`config.mk`:
```
export PLATFORM = sky130hd
export DESIGN_NAME = msrv_32_pc_gen
export DESIGN_NICKNAME = d
export VERILOG_FILES = /design/src/rtl/msrv_32_pkg.sv /design/src/rtl/msrv_32_pc_mux.sv /design/src/rtl/msrv_32_pc_gen.sv
export SDC_FILE = /design/constraint.sdc
export NUM_CORES = 1
export LEC_CHECK = 0
export CELL_PAD_IN_SITES_DETAIL_PLACEMENT = 0
export CELL_PAD_IN_SITES_GLOBAL_PLACEMENT = 1
export CORE_ASPECT_RATIO = 0.75
export CORE_MARGIN = 3
export CORE_UTILIZATION = 31
export DETAILED_ROUTE_END_ITERATION = 10
export PLACE_DENSITY_LB_ADDON = 0.1
export SETUP_SLACK_MARGIN = 0.5
export SLEW_MARGIN = 20
export SYNTH_ARGS = -nofsm -noshare
export SYNTH_HDL_FRONTEND = slang
export SYNTH_SLANG_ARGS = --single-unit
```
`constraint.sdc`:
```
create_clock -name ms_riscv32_mp_clk_in -period 4.85 [get_ports ms_riscv32_mp_clk_in]
set_input_delay 0.97 -clock ms_riscv32_mp_clk_in [delete_from_list [all_inputs] [get_ports ms_riscv32_mp_clk_in]]
set_output_delay 0.97 -clock ms_riscv32_mp_clk_in [all_outputs]
set_load 0.02 [all_outputs]
```
`src/rtl/msrv_32_pkg.sv`:
```
// Shared types and constants for the MSRV32 PC-generation slice.
package msrv_32_pkg;

    typedef enum logic [1:0] {
        BOOT     = 2'd0,
        RUN      = 2'd1,
        MISALIGN = 2'd2
    } pc_state_t;

    localparam logic [31:0] PC_INC        = 32'd4;
    localparam logic [31:0] DEF_BOOT_ADDR = 32'h0000_0000;

endpackage

```
`src/rtl/msrv_32_pc_mux.sv`:
```
// Combinational next-PC priority selector.
module msrv_32_pc_mux
    import msrv_32_pkg::*;
(
    input  logic        boot_i,
    input  logic        trap_i,
    input  logic        misalign_i,
    input  logic        stall_i,
    input  logic        branch_i,
    input  logic [31:0] boot_addr_i,
    input  logic [31:0] trap_addr_i,
    input  logic [31:0] tgt_i,
    input  logic [31:0] pc_i,
    output logic [31:0] next_pc_o
);

    always_comb begin
        next_pc_o = pc_i + PC_INC;
        if (boot_i) begin
            next_pc_o = boot_addr_i;
        end else if (trap_i) begin
            next_pc_o = {trap_addr_i[31:2], 2'b00};
        end else if (misalign_i || stall_i) begin
            next_pc_o = pc_i;
        end else if (branch_i) begin
            // A misaligned target never leaves the core; the PC parks.
            next_pc_o = tgt_i[1] ? pc_i : tgt_i;
        end
    end

endmodule

```
`src/rtl/msrv_32_pc_gen.sv`:
```
// PC register, fetch address and redirect qualifiers for MSRV32.
module msrv_32_pc_gen
    import msrv_32_pkg::*;
#(
    parameter logic [31:0] BOOT_ADDR = DEF_BOOT_ADDR
) (
    input  logic        ms_riscv32_mp_clk_in,
    input  logic        ms_riscv32_mp_rst_n_in,
    input  logic [31:0] iadder_in,
    input  logic        branch_taken_in,
    input  logic        trap_taken_in,
    input  logic [31:0] trap_addr_in,
    input  logic        stall_in,
    output logic [31:0] i_addr_out,
    output logic [31:0] pc_out,
    output logic [31:0] pc_plus_4_out,
    output logic        valid_out,
    output logic        flush_out,
    output logic        misaligned_out,
    output logic [31:0] misaligned_addr_out
);

    pc_state_t   state_q, state_d;
    logic [31:0] pc_q, next_pc;
    logic        valid_q, flush_q, mis_q;
    logic [31:0] mis_addr_q;
    logic [31:0] tgt;
    logic        in_boot, in_mis;
    logic        trap_redir, br_live, br_ok, br_bad;
    logic        unused_bits;

    assign tgt         = {iadder_in[31:1], 1'b0};
    assign unused_bits = ^{iadder_in[0], trap_addr_in[1:0]};

    // Holding reset makes the fetch address show BOOT_ADDR immediately.
    assign in_boot = !ms_riscv32_mp_rst_n_in || (state_q == BOOT);
    assign in_mis  = (state_q == MISALIGN);

    assign trap_redir = trap_taken_in && !in_boot;
    assign br_live    = branch_taken_in && !in_boot && !in_mis
                        && !stall_in && !trap_taken_in;
    assign br_ok      = br_live && !tgt[1];
    assign br_bad     = br_live && tgt[1];

    msrv_32_pc_mux u_mux (
        .boot_i      (in_boot),
        .trap_i      (trap_taken_in),
        .misalign_i  (in_mis),
        .stall_i     (stall_in),
        .branch_i    (branch_taken_in),
        .boot_addr_i (BOOT_ADDR),
        .trap_addr_i (trap_addr_in),
        .tgt_i       (tgt),
        .pc_i        (pc_q),
        .next_pc_o   (next_pc)
    );

    always_comb begin
        state_d = state_q;
        case (state_q)
            BOOT:     state_d = RUN;
            RUN:      state_d = br_bad ? MISALIGN : RUN;
            MISALIGN: state_d = trap_taken_in ? RUN : MISALIGN;
            default:  state_d = BOOT;
        endcase
    end

    always_ff @(posedge ms_riscv32_mp_clk_in) begin
        if (!ms_riscv32_mp_rst_n_in) begin
            state_q    <= BOOT;
            pc_q       <= BOOT_ADDR;
            valid_q    <= 1'b0;
            flush_q    <= 1'b0;
            mis_q      <= 1'b0;
            mis_addr_q <= 32'h0;
        end else begin
            state_q <= state_d;
            pc_q    <= next_pc;
            valid_q <= (state_d == RUN);
            flush_q <= trap_redir || br_ok;
            mis_q   <= (state_d == MISALIGN);
            if (br_bad) begin
                mis_addr_q <= tgt;
            end
        end
    end

    assign i_addr_out          = next_pc;
    assign pc_out              = pc_q;
    assign pc_plus_4_out       = pc_q + PC_INC;
    assign valid_out           = valid_q;
    assign flush_out           = flush_q;
    assign misaligned_out      = mis_q;
    assign misaligned_addr_out = mis_addr_q;

endmodule

```
# == Word level (Yosys, flattened, before mapping) ==
# Cells that the tools add are included.
# totals
regBits,68
elab_cells,36
# classes
n_addsub,1
n_eq_ne,4
muxes,8
n_reduce_logical,17
# ops
op,n
$mux 32,5
$add 32x3->32 const B,1
$logic_and 1x1->1,7
$logic_not 1->1,6
$pmux 2 s3,1
$eq 2x1->1 const B,2
$eq 2x2->1 const B,2
$mux 2,2
$logic_or 1x1->1,3
$logic_not 2->1,1

# == Depth between registers and ports, before layout ==
# Gate-level depths: netlist of the first run.
# logic_depth
ltp_word,11
mapped_depth,7
mapped_depth_nobuf,6

# == Hierarchy ==
# Synthesis of the first run repeated with hierarchy kept, for this count alone.
# unflattened
cells_unflattened,619
hier_area_um2,4690.7
# modules_own_cells
mod,instances,cells_each,area_per_inst_um2
msrv_32_pc_gen,1,307,2856.5
msrv_32_pc_mux,1,312,1834.3

# == Least setup slack after synthesis of the first run ==
# Ideal clock, no wire load.
# synth_timing
path_type,input to output
from,input port branch_taken_in
to,output port i_addr_out[9]
t_arrival_ns,2.487
t_required_ns,3.880
slack_ns,1.393
stages,5
path_buffers,3
cell_sequence,clkbuf_1 -> clkbuf_1 -> clkbuf_1 -> nor2_1 -> o32ai_1
# synth_via
elab_chain_len,4
# synth_lines
item,line,text
"start, declared",msrv_32_pc_gen.sv:10,"input logic branch_taken_in,"
$mux 32,msrv_32_pc_mux.sv:25,end else if (branch_i) begin
$mux 32,msrv_32_pc_mux.sv:23,end else if (misalign_i || stall_i) begin
$mux 32,msrv_32_pc_mux.sv:21,end else if (trap_i) begin
$mux 32,msrv_32_pc_mux.sv:19,if (boot_i) begin
"end, declared",msrv_32_pc_gen.sv:14,"output logic [31:0] i_addr_out,"
# Every way passes these cells.

# == Final worst setup path of the first run ==
# layout_timing
from,input port branch_taken_in
to,output port i_addr_out[8]
# Same word-level chain as after synthesis.

==> metrics.csv, run 1 <==
metric;value;unit
clock-pin slew on the worst setup and hold paths;0.06;ns
Residual DRC;0;
crit end category;output pin;
DIE HEIGHT;107;um
post-route minimum period;4.28;ns
critical-path cell list;clkdlybuf4s50_1 -> buf_4 -> inv_1 -> a221o_1 -> o31a_1 -> o21ai_0 -> clkdlybuf4s50_1;
core area;0.0131;mm^2
ys flop type;dfxtp_1;
critical path's largest stage delay;0.64;ns
YS warnings;0;
Net Sw Power;485;uW
metal3 WL;1400;um
final-report hold violation count;0;
global-route wire length before repair;26400;um
RSZ-0062 raised after global routing;false;
final core occ;0.507;
Yosys cell types;57;
Power Density;237;mW/mm^2
Highest Clock Rate;0.234;GHz
post-route setup slack;0.573;ns
Logic pwr share;0.217;
area grow syn2layout;58.6;%
Clock power frac;0.397;
die area;0.0149;mm^2
status;finished, final reports clean;
relative slew slack;0.429;
Hold Path Class;reg -> reg;
total congestion overflow;0;
area of the mapped netlist;0.00418;mm^2
Critical Path RT;3.88;ns
clk sink count;68;
VDD IR max;0.000217;V
Filler cells;1280;
total power;1570;uW
Critical Path End;i_addr_out[8];
Routability Congestion;0.879;
Worst Setup Start Kind;primary input;
worst-margin pin slew;0.851;ns
leak pwr;0.00258;uW
initial antenna violation count;1;
Mapped Cells;554;
P_int;1080;uW
Final period util;0.882;
r2r endpoint;misaligned_addr_out[8];
vias in the first global route;4545;
clock skew;0.0110;ns
FF-to-FF Start;state_q[0];
row count;36;
Antenna Nets Post-Route;0;
slowest CP cell;clkdlybuf4s50_1;
critical path startpoint;branch_taken_in;
setup TNS;0;ns
R2R depth;6;
metal1 wirelength;8590;um
largest net degree at the start of global routing;32;
final setup violating endpoints;0;
CTS tree;built;
Vias/cell;5.33;
Critical Path AT;3.31;ns
Iter 0 DRT Violations;367;
top sig layer;met4;
I/O Buffers;195;
Root Driver;clkbuf_16;
Mean Syn Cell Area;7.54;um^2
initial core utilization;0.320;
sw frac;0.309;
DRT Pass-1 Iters;5;
Total Wirelength;17500;um
Hold-fix buffers, CTS;0;
post-layout net count;801;
hpwl dp;13500;um
total of max-cap violations;0;
final instance area;0.00662;mm^2
GRT Util Overall;0.227;
syn_nets;624;
flop2flop setup slack;2.46;ns
H-tree levels;3;
metal2 WL;7260;um
FFs w/ async S/R, synth;0;
CP most frequent cell;clkdlybuf4s50_1;
clock latency on the worst-skew pair;0.33;ns
cts bufs inserted;9;
routed length per placed instance;19.3;um
Horiz. Die Dim;140;um
count of flip-flops with a built-in enable after synthesis;0;
share of layout cells above drive strength 1;0.0747;
worst-case clock buffer depth;2;
post-CTS setup buffers;0;
sequential area share after synthesis;0.326;
hold wc startpoint;misaligned_addr_out[3];
type of the worst setup path;in -> out;
I/O Pins;200;
max-slew violations;0;
vias;4838;
post-synthesis register bit count;68;
post-place setup slack;0.331;ns
critical path fanouts, max;21;
sequential share of power;0.385;
Placement Cell Area;0.00629;mm^2
==> layout by cell type (no fill, tap or decap), drive strengths merged, types with 5 or more instances in the layout <==
cell type        n
a211oi          27
a21oi           46
a22oi            6
and2             6
and3            13
buf             20
clkbuf           9
clkdlybuf4s50  181
clkinv           6
dfxtp           68
dlymetal6s2s    14
inv              9
mux2i           21
nand2          100
nand3           21
nand4           13
nor2            39
nor3             9
nor4             5
o211ai           7
o21ai           19
o221ai          11
o22ai            6
xnor2           18
xor2            10
==> final cells by class <==
class / count / area, um^2 / area share
Timing Repair Buffer: 215 / 2140 / 0.323
Sequential cell: 68 / 1360 / 0.206
Clock inverter: 7 / 51.3 / 0.00775
Antenna cell: 1 / 2.50 / 0.000378
Inverter: 10 / 40.0 / 0.00605
Clock buffer: 9 / 225 / 0.0340
Tap cell: 171 / 214 / 0.0323
Multi-Input combinational cell: 427 / 2590 / 0.391
==> per-layer routing <==
metal / vias up / global-route usage
met5: - / 0
met4: 0 / 0.0581
met3: 13 / 0.0585
met2: 187 / 0.319
met1: 2276 / 0.341
li1: 2362 / -
==> worst min path at each step <==
stage | slack, ns | cells after the start | end
6_report | 0.46 | 2 | misaligned_addr_out[3]
3_5_place_dp | 0.45 | 2 | misaligned_addr_out[10]
2_1_floorplan | 0.53 | 2 | misaligned_addr_out[27]
5_1_grt | 0.47 | 2 | misaligned_addr_out[20]
4_1_cts | 0.46 | 2 | misaligned_addr_out[19]
3_3_place_gp | 0.44 | 2 | misaligned_addr_out[8]
==> critical path, delay by kind of cell <==
kind / cells / cell delay [ns]
buf+inv: 4 / 1.73
compound gates: 3 / 0.60
==> repair_timing <==
action / CTS / global route
cloned: 0 / 0
endpoints found under the setup margin: 16 / 21
resized for setup: 3 / 18
==> cells in the mapped netlist, drive strengths merged, types with 3 or more instances <==
cell | instances | share of area
o21ai | 19 | 0.023
nand3 | 21 | 0.028
dfxtp | 68 | 0.33
nor3 | 9 | 0.011
o211ai | 7 | 0.013
a211oi | 27 | 0.049
o221ai | 11 | 0.023
and3 | 13 | 0.019
xnor2 | 18 | 0.038
inv | 8 | 0.0072
a221oi | 4 | 0.0084
nand4 | 13 | 0.022
nor2 | 39 | 0.035
nand2b | 4 | 0.0060
or3 | 3 | 0.0057
nor4 | 5 | 0.010
a31oi | 3 | 0.0045
o22ai | 6 | 0.0090
a21oi | 46 | 0.055
o21a | 4 | 0.0072
mux2i | 21 | 0.050
buf | 14 | 0.020
o31ai | 4 | 0.0072
nand2 | 100 | 0.090
clkbuf | 35 | 0.032
mux2 | 3 | 0.0081
xor2 | 10 | 0.021
nor2b | 3 | 0.0045
and2 | 6 | 0.0090
a22oi | 6 | 0.011
==> stage by stage <==
stage / instances / hold WS [ns]
CTS: 907 / 0.457
finish: 908 / 0.457
detailed placement: 891 / 0.448
global route: 908 / 0.473
global placement: 891 / 0.441
floorplan: 554 / 0.534
==> power by group through the flow <==
stage | Sequential [uW] | Combinational, uW | Clock, uW
after floorplan | 618 | 154 | 0
after global placement | 615 | 339 | 0
after detailed placement | 616 | 341 | 0
after CTS | 604 | 342 | 635
after global routing | 607 | 364 | 657
final | 604 | 341 | 624
==> cell families after synthesis <==
| kind of cell | share of synthesized area |
|---|---|
| AOI/OAI and AO/OA | 0.240 |
| DFF | 0.326 |
| muxes | 0.0584 |
| and+or+nand+nor | 0.252 |
| other | 0.000898 |
| xor gates and xnor gates | 0.0587 |
| adders and majority gates | 0.00300 |
| buffers and inverters | 0.0608 |
==> sequential cells by signal, summed over array words and instances (netlist names) <==
register	count
valid_out	1
misaligned_out	1
misaligned_addr_out	31
pc_out	32
flush_out	1
state_q	2
Note: power is estimated with default switching activity, not from simulation.
==> inputs of run 2 (changes only) <==
--- a/config.mk
+++ b/config.mk
@@ -7,10 +7,10 @@
 export LEC_CHECK = 0
 export CELL_PAD_IN_SITES_DETAIL_PLACEMENT = 0
 export CELL_PAD_IN_SITES_GLOBAL_PLACEMENT = 1
-export CORE_ASPECT_RATIO = 0.75
 export CORE_MARGIN = 3
 export CORE_UTILIZATION = 31
 export DETAILED_ROUTE_END_ITERATION = 10
+export GPL_ROUTABILITY_DRIVEN = 0
 export PLACE_DENSITY_LB_ADDON = 0.1
 export SETUP_SLACK_MARGIN = 0.5
 export SLEW_MARGIN = 20
==> run 2 against run 1 <==
Effect of this change:
- maximum frequency shrank 1.3%
- flip-flop and latch count unchanged
- wire length fell by 2.8%
- core utilization is 1.9 points higher
- sequential power about the same
- critical path depth is the same
- sequential share of layout area is 0.46 points lower
- power up 11%
- via count grew 1.1%
- clock power increased by 27%
- setup slack got worse by 0.055 ns
==> metrics.csv, run 2 (synthesis gave the netlist of run 1 again) <==
metric;value;unit;change
R2R depth;7;;was 6
clock-pin slew on the worst setup and hold paths;0.06;ns;about the same
Total Wirelength;17000;um;was 17500 um
most frequent cells in the layout;180 x clkdlybuf4s50_1, 99 x nand2_1, 68 x dfxtp_1;;was 181 x clkdlybuf4s50_1, 99 x nand2_1, 68 x dfxtp_1
Worst Setup Start Kind;primary input;;unchanged
global-route wire length before repair;26200;um;was 26400 um
family with the most delay on the worst path;buffers and inverters;;unchanged
max-slew violations;0;;unchanged
post-layout net count;808;;was 801
Cells after DPL;899;;was 891
Critical Path RT;3.88;ns;about the same
initial core utilization;0.324;;was 0.320
slowest CP cell;clkdlybuf4s50_1;;unchanged
leak pwr;0.00266;uW;was 0.00258 uW
type of the worst setup path;in -> out;;unchanged
largest net degree at the start of global routing;33;;was 32
Largest register FFs;32;;unchanged
critical path fanouts, max;13;;was 21
DRT Pass-1 Iters;6;;was 5
core area;0.0129;mm^2;was 0.0131 mm^2
total congestion overflow;0;;unchanged
critical path's largest stage delay;0.62;ns;was 0.64 ns
share of layout cells above drive strength 1;0.0821;;was 0.0747
post-CTS setup buffers;0;;unchanged
clk sink count;68;;unchanged
status;finished, final reports clean;;unchanged
hpwl dp;13200;um;was 13500 um
Highest Clock Rate;0.231;GHz;was 0.234 GHz
final-report hold violation count;0;;unchanged
Residual DRC;0;;unchanged
initial antenna violation count;0;;was 1
Placement Cell Area;0.00636;mm^2;was 0.00629 mm^2
Final period util;0.893;;was 0.882
worst-case clock buffer depth;2;;unchanged
ANT cells;0;;was 1
die area;0.0149;mm^2;about the same
Iter 0 DRT Violations;398;;was 367
clock skew;0.00539;ns;was 0.0110 ns
CP most frequent cell;clkdlybuf4s50_1;;unchanged
GRT Util Overall;0.228;;was 0.227
vias;4892;;was 4838
Worst path depth;7;;unchanged
most common cell after layout, fill and taps aside;clkdlybuf4s50_1;;unchanged
fin cells;915;;was 908
total power;1740;uW;was 1570 uW
clock latency on the worst-skew pair;0.34;ns;was 0.33 ns
VDD IR max;0.000199;V;was 0.000217 V
vias in the first global route;4720;;was 4545
Horiz. Die Dim;122;um;was 140 um
area grow syn2layout;62.2;%;was 58.6%
RSZ-0062 raised after global routing;true;;was false
crit end category;output pin;;unchanged
Hold Path Class;reg -> reg;;unchanged
setup TNS;0;ns;unchanged
relative slew slack;0.433;;was 0.429
I/O Pins;200;;unchanged
critical-path cell list;clkdlybuf4s50_1 -> buf_4 -> or3_1 -> mux2_2 -> nand3_1 -> a31oi_1 -> clkdlybuf4s50_1;;was clkdlybuf4s50_1 -> buf_4 -> inv_1 -> a221o_1 -> o31a_1 -> o21ai_0 -> clkdlybuf4s50_1
Buf/Inv on CP;3;;was 4
hold path depth;2;;unchanged
cts bufs inserted;9;;unchanged
row count;41;;was 36
CTS tree;built;;unchanged
routed length per placed instance;18.6;um;was 19.3 um
final instance area;0.00677;mm^2;was 0.00662 mm^2
Antenna Nets Post-Route;0;;unchanged
Critical Path AT;3.36;ns;was 3.31 ns
DIE HEIGHT;122;um;was 107 um
I/O Buffers;195;;unchanged
Vias/cell;5.35;;was 5.33
post-route minimum period;4.33;ns;was 4.28 ns
H-tree levels;3;;unchanged
Power Density;257;mW/mm^2;was 237 mW/mm^2
Root Driver;clkbuf_16;;unchanged
final setup violating endpoints;0;;unchanged
total of max-cap violations;0;;unchanged
worst-margin pin slew;0.844;ns;was 0.851 ns
## run 2: cell types whose count changed in the layout (fill, tap and decap cells not counted), moves of 2 or more
cell       change
clkbuf_8       +2
clkinv_4       -2
nor2_2         -2
buf_4          +6
bufinv_16      +3
clkinv_2       -4
## run 2: area by class of cell
class	instances	area, um^2
clock buffer	11	253
clock inverter	5	106
fill	1261	6100
inverter	10	41.3
multi-input combinational	427	2590
sequential	68	1360
tap	172	215
timing repair buffer	222	2200
## run 2: report_power, final
part	switching, uW	total [uW]	internal, uW
logic	180	347	167
clock network	262	794	532
registers	28.1	602	574
## run 2: stage by stage
step	util	worst slack, ns	hold WS, ns
4_1_cts	0.522	0.488	0.455
6_report	0.526	0.517	0.456
3_3_place_gp	0.494	0.376	0.442
5_1_grt	0.526	0.434	0.476
2_1_floorplan	-	1.39	0.534
3_5_place_dp	0.494	0.350	0.448
## run 2: repair_timing
| action | 4_1_cts | 5_1_grt |
|---|---|---|
| setup endpoints to repair | 10 | 23 |
| pin swaps | 0 | 1 |
| endpoints found under the hold margin | 0 | 0 |
| resized for setup | 5 | 18 |
| hold buffers | 0 | 0 |
## run 2: worst paths after layout
check / from / to / slack (ns)
hold reg to reg: misaligned_addr_out[25] / misaligned_addr_out[25] / 0.46
setup reg to reg: state_q[0] / misaligned_addr_out[23] / 2.21
hold / removal: misaligned_addr_out[25] / misaligned_addr_out[25] / 0.46
setup / recovery: iadder_in[1] / i_addr_out[11] / 0.52
## run 2: routing by layer
layer  track usage  wire (um)  vias to the layer above
met1         0.296       7440                     2317
met4        0.0665        225                        0
li1              -          -                     2375
met5             0          0                        -
met2         0.368       7970                      183
met3        0.0650       1370                       17
## run 2: worst min-delay path, cell delays in order, from the launching register on
cell and delay, ns:
dfxtp_1 0.31, nand2_1 0.05, a21oi_1 0.05
==> inputs of run 3 (changes only) <==
--- a/config.mk
+++ b/config.mk
@@ -11,6 +11,7 @@
 export CORE_UTILIZATION = 31
 export DETAILED_ROUTE_END_ITERATION = 10
 export GPL_ROUTABILITY_DRIVEN = 0
+export GPL_TIMING_DRIVEN = 0
 export PLACE_DENSITY_LB_ADDON = 0.1
 export SETUP_SLACK_MARGIN = 0.5
 export SLEW_MARGIN = 20
==> constraint.sdc (replaced) <==
create_clock -name ms_riscv32_mp_clk_in -period 4.85 [get_ports ms_riscv32_mp_clk_in]
set_input_delay 1.2125 -clock ms_riscv32_mp_clk_in [delete_from_list [all_inputs] [get_ports ms_riscv32_mp_clk_in]]
set_output_delay 1.2125 -clock ms_riscv32_mp_clk_in [all_outputs]
set_load 0.02 [all_outputs]
==> run 3 against run 2 <==
Effect of this change:
- core utilization down 0.12 points
- largest cell class unchanged
- sequential power shrank 2%
- register-to-register slack better by 0.27 ns
- clock-buffer cell count shrank 2
- hold slack worse by 0.00072 ns
- clock skew increased by 0.0017 ns
- maximum frequency grew 0.99%
- final cell count grew 2.4%
- clock power down 14%
- flip-flop and latch count unchanged
==> metrics.csv, run 3 (synthesis gave the netlist of run 1 again) <==
metric;value;unit;change
status;finished, final reports clean;;unchanged
initial antenna violation count;0;;unchanged
max-slew violations;0;;unchanged
hold wc startpoint;misaligned_addr_out[31];;was misaligned_addr_out[25]
final setup violating endpoints;0;;unchanged
VDD IR max;0.000177;V;was 0.000199 V
Hold-fix buffers, CTS;0;;unchanged
relative slew slack;0.454;;was 0.433
DRT Pass-1 Iters;5;;was 6
Worst Setup Start Kind;primary input;;unchanged
vias in the first global route;4761;;was 4720
clock skew;0.00707;ns;was 0.00539 ns
post-route setup slack;0.560;ns;was 0.517 ns
vias;5117;;was 4892
final-report hold violation count;0;;unchanged
total congestion overflow;0;;unchanged
Critical Path AT;3.08;ns;was 3.36 ns
Highest Clock Rate;0.233;GHz;was 0.231 GHz
RSZ-0062 raised after global routing;true;;unchanged
final core occ;0.525;;was 0.526
R2R depth;6;;was 7
ANT cells;0;;unchanged
clock-pin slew on the worst setup and hold paths;0.06;ns;about the same
Filler cells;1246;;was 1261
Iter 0 DRT Violations;415;;was 398
Power Density;242;mW/mm^2;was 257 mW/mm^2
critical path startpoint;iadder_in[1];;unchanged
most common cell after layout, fill and taps aside;clkdlybuf4s50_1;;unchanged
critical path fanouts, max;10;;was 13
GRT Util Overall;0.240;;was 0.228
Root Driver;clkbuf_16;;unchanged
I/O Pins;200;;unchanged
Horiz. Die Dim;122;um;unchanged
share of layout cells above drive strength 1;0.107;;was 0.0821
Hold Path Class;reg -> reg;;unchanged
leak pwr;0.00263;uW;was 0.00266 uW
FF-to-FF Start;pc_out[16];;was state_q[0]
CTS tree;built;;unchanged
Critical Path RT;3.64;ns;was 3.88 ns
crit end category;output pin;;unchanged
flop2flop setup slack;2.48;ns;was 2.21 ns
Critical Path End;i_addr_out[20];;was i_addr_out[11]
global-route wire length before repair;27200;um;was 26200 um
type of the worst setup path;in -> out;;unchanged
Antenna Nets Post-Route;0;;unchanged
hold path depth;2;;unchanged
core area;0.0129;mm^2;unchanged
total of max-cap violations;0;;unchanged
Largest register FFs;32;;unchanged
die area;0.0149;mm^2;unchanged
hpwl dp;14100;um;was 13200 um
post-route minimum period;4.29;ns;was 4.33 ns
r2r endpoint;pc_out[26];;was misaligned_addr_out[23]
DIE HEIGHT;122;um;unchanged
Residual DRC;0;;unchanged
initial core utilization;0.324;;unchanged
Vias/cell;5.46;;was 5.35
row count;41;;unchanged
cts bufs inserted;9;;unchanged
worst-margin pin slew;0.813;ns;was 0.844 ns
worst-case clock buffer depth;2;;unchanged
post-place setup slack;-0.828;ns;was 0.350 ns
most frequent cells in the layout;161 x clkdlybuf4s50_1, 98 x nand2_1, 68 x dfxtp_1;;was 180 x clkdlybuf4s50_1, 99 x nand2_1, 68 x dfxtp_1
Total Wirelength;18600;um;was 17000 um
largest net degree at the start of global routing;14;;was 33
H-tree levels;3;;unchanged
clk sink count;68;;unchanged
Final period util;0.885;;was 0.893
I/O Buffers;194;;was 195
routed length per placed instance;19.8;um;was 18.6 um
post-layout net count;830;;was 808
area grow syn2layout;61.9;%;was 62.2%
clock latency on the worst-skew pair;0.34;ns;about the same
## run 3: changes by cell type in the layout (fill, tap and decap cells not counted), moves of 2 or more
cell / before / now
buf_2: 0 / 7
buf_4: 25 / 7
bufinv_16: 3 / 1
clkbuf_1: 0 / 15
clkbuf_2: 0 / 15
clkbuf_4: 0 / 9
clkdlybuf4s15_1: 0 / 4
clkdlybuf4s15_2: 0 / 2
clkdlybuf4s50_1: 180 / 161
clkinv_4: 0 / 4
dlygate4sd2_1: 1 / 17
dlymetal6s2s_1: 14 / 3
nor4_1: 3 / 1
nor4_4: 1 / 3
## run 3: through the flow
| stage | area (um^2) | hold slack (ns) | total power, uW | TNS [ns] | cells |
|---|---|---|---|---|---|
| final | 6760 | 0.455 | 1640 | 0 | 937 |
| after global routing | 6760 | 0.478 | 1690 | 0 | 937 |
| after CTS | 6740 | 0.458 | 1640 | 0 | 937 |
| after detailed placement | 6330 | 0.449 | 963 | -15.32 | 920 |
| after global placement | 6330 | 0.443 | 959 | -15.38 | 920 |
| after floorplan | 4180 | 0.534 | 773 | 0 | 554 |
## run 3: worst min-delay path by stage
stage,to,slack (ns)
global route,misaligned_addr_out[29],0.48
finish,misaligned_addr_out[31],0.45
floorplan,misaligned_addr_out[27],0.53
CTS,misaligned_addr_out[27],0.46
global placement,misaligned_addr_out[31],0.44
detailed placement,misaligned_addr_out[26],0.45
## run 3: area by class of cell
type,instances,area [um^2],area share
plain buffers,49,280,0.0415
clock buffers,9,225,0.0333
clock inverters,7,76.3,0.0113
inverters,10,50.0,0.00741
multi-input cells,427,2640,0.391
flip-flops and latches,68,1360,0.201
well taps,172,215,0.0318
repair buffers,195,1910,0.282
## run 3: power by group
part | switching (uW) | internal [uW] | total, uW
Sequential | 17.5 | 574 | 592
Combinational | 205 | 161 | 366
Clock | 278 | 401 | 679
Total | 501 | 1140 | 1640
## run 3: repair_timing
item,in CTS,in global routing
pin swaps,1,0
resized for setup,89,26
gates cloned,0,0
buffers inserted,1,0
setup endpoints to repair,39,26
## run 3: worst max-delay path, stage by stage
cell,delay (ns)
clkdlybuf4s15_2,0.25
nand2_1,0.14
and3_2,0.30
or2_2,0.14
buf_2,0.24
o221ai_1,0.19
a211oi_1,0.25
dlygate4sd1_1,0.35
## run 3: routing by layer
metal	up-vias	GRT usage	part of all wire
li1	2427	-	-
met1	2406	0.331	0.43
met2	263	0.383	0.46
met3	21	0.0548	0.097
met4	0	0.0553	0.013
met5	-	0	0
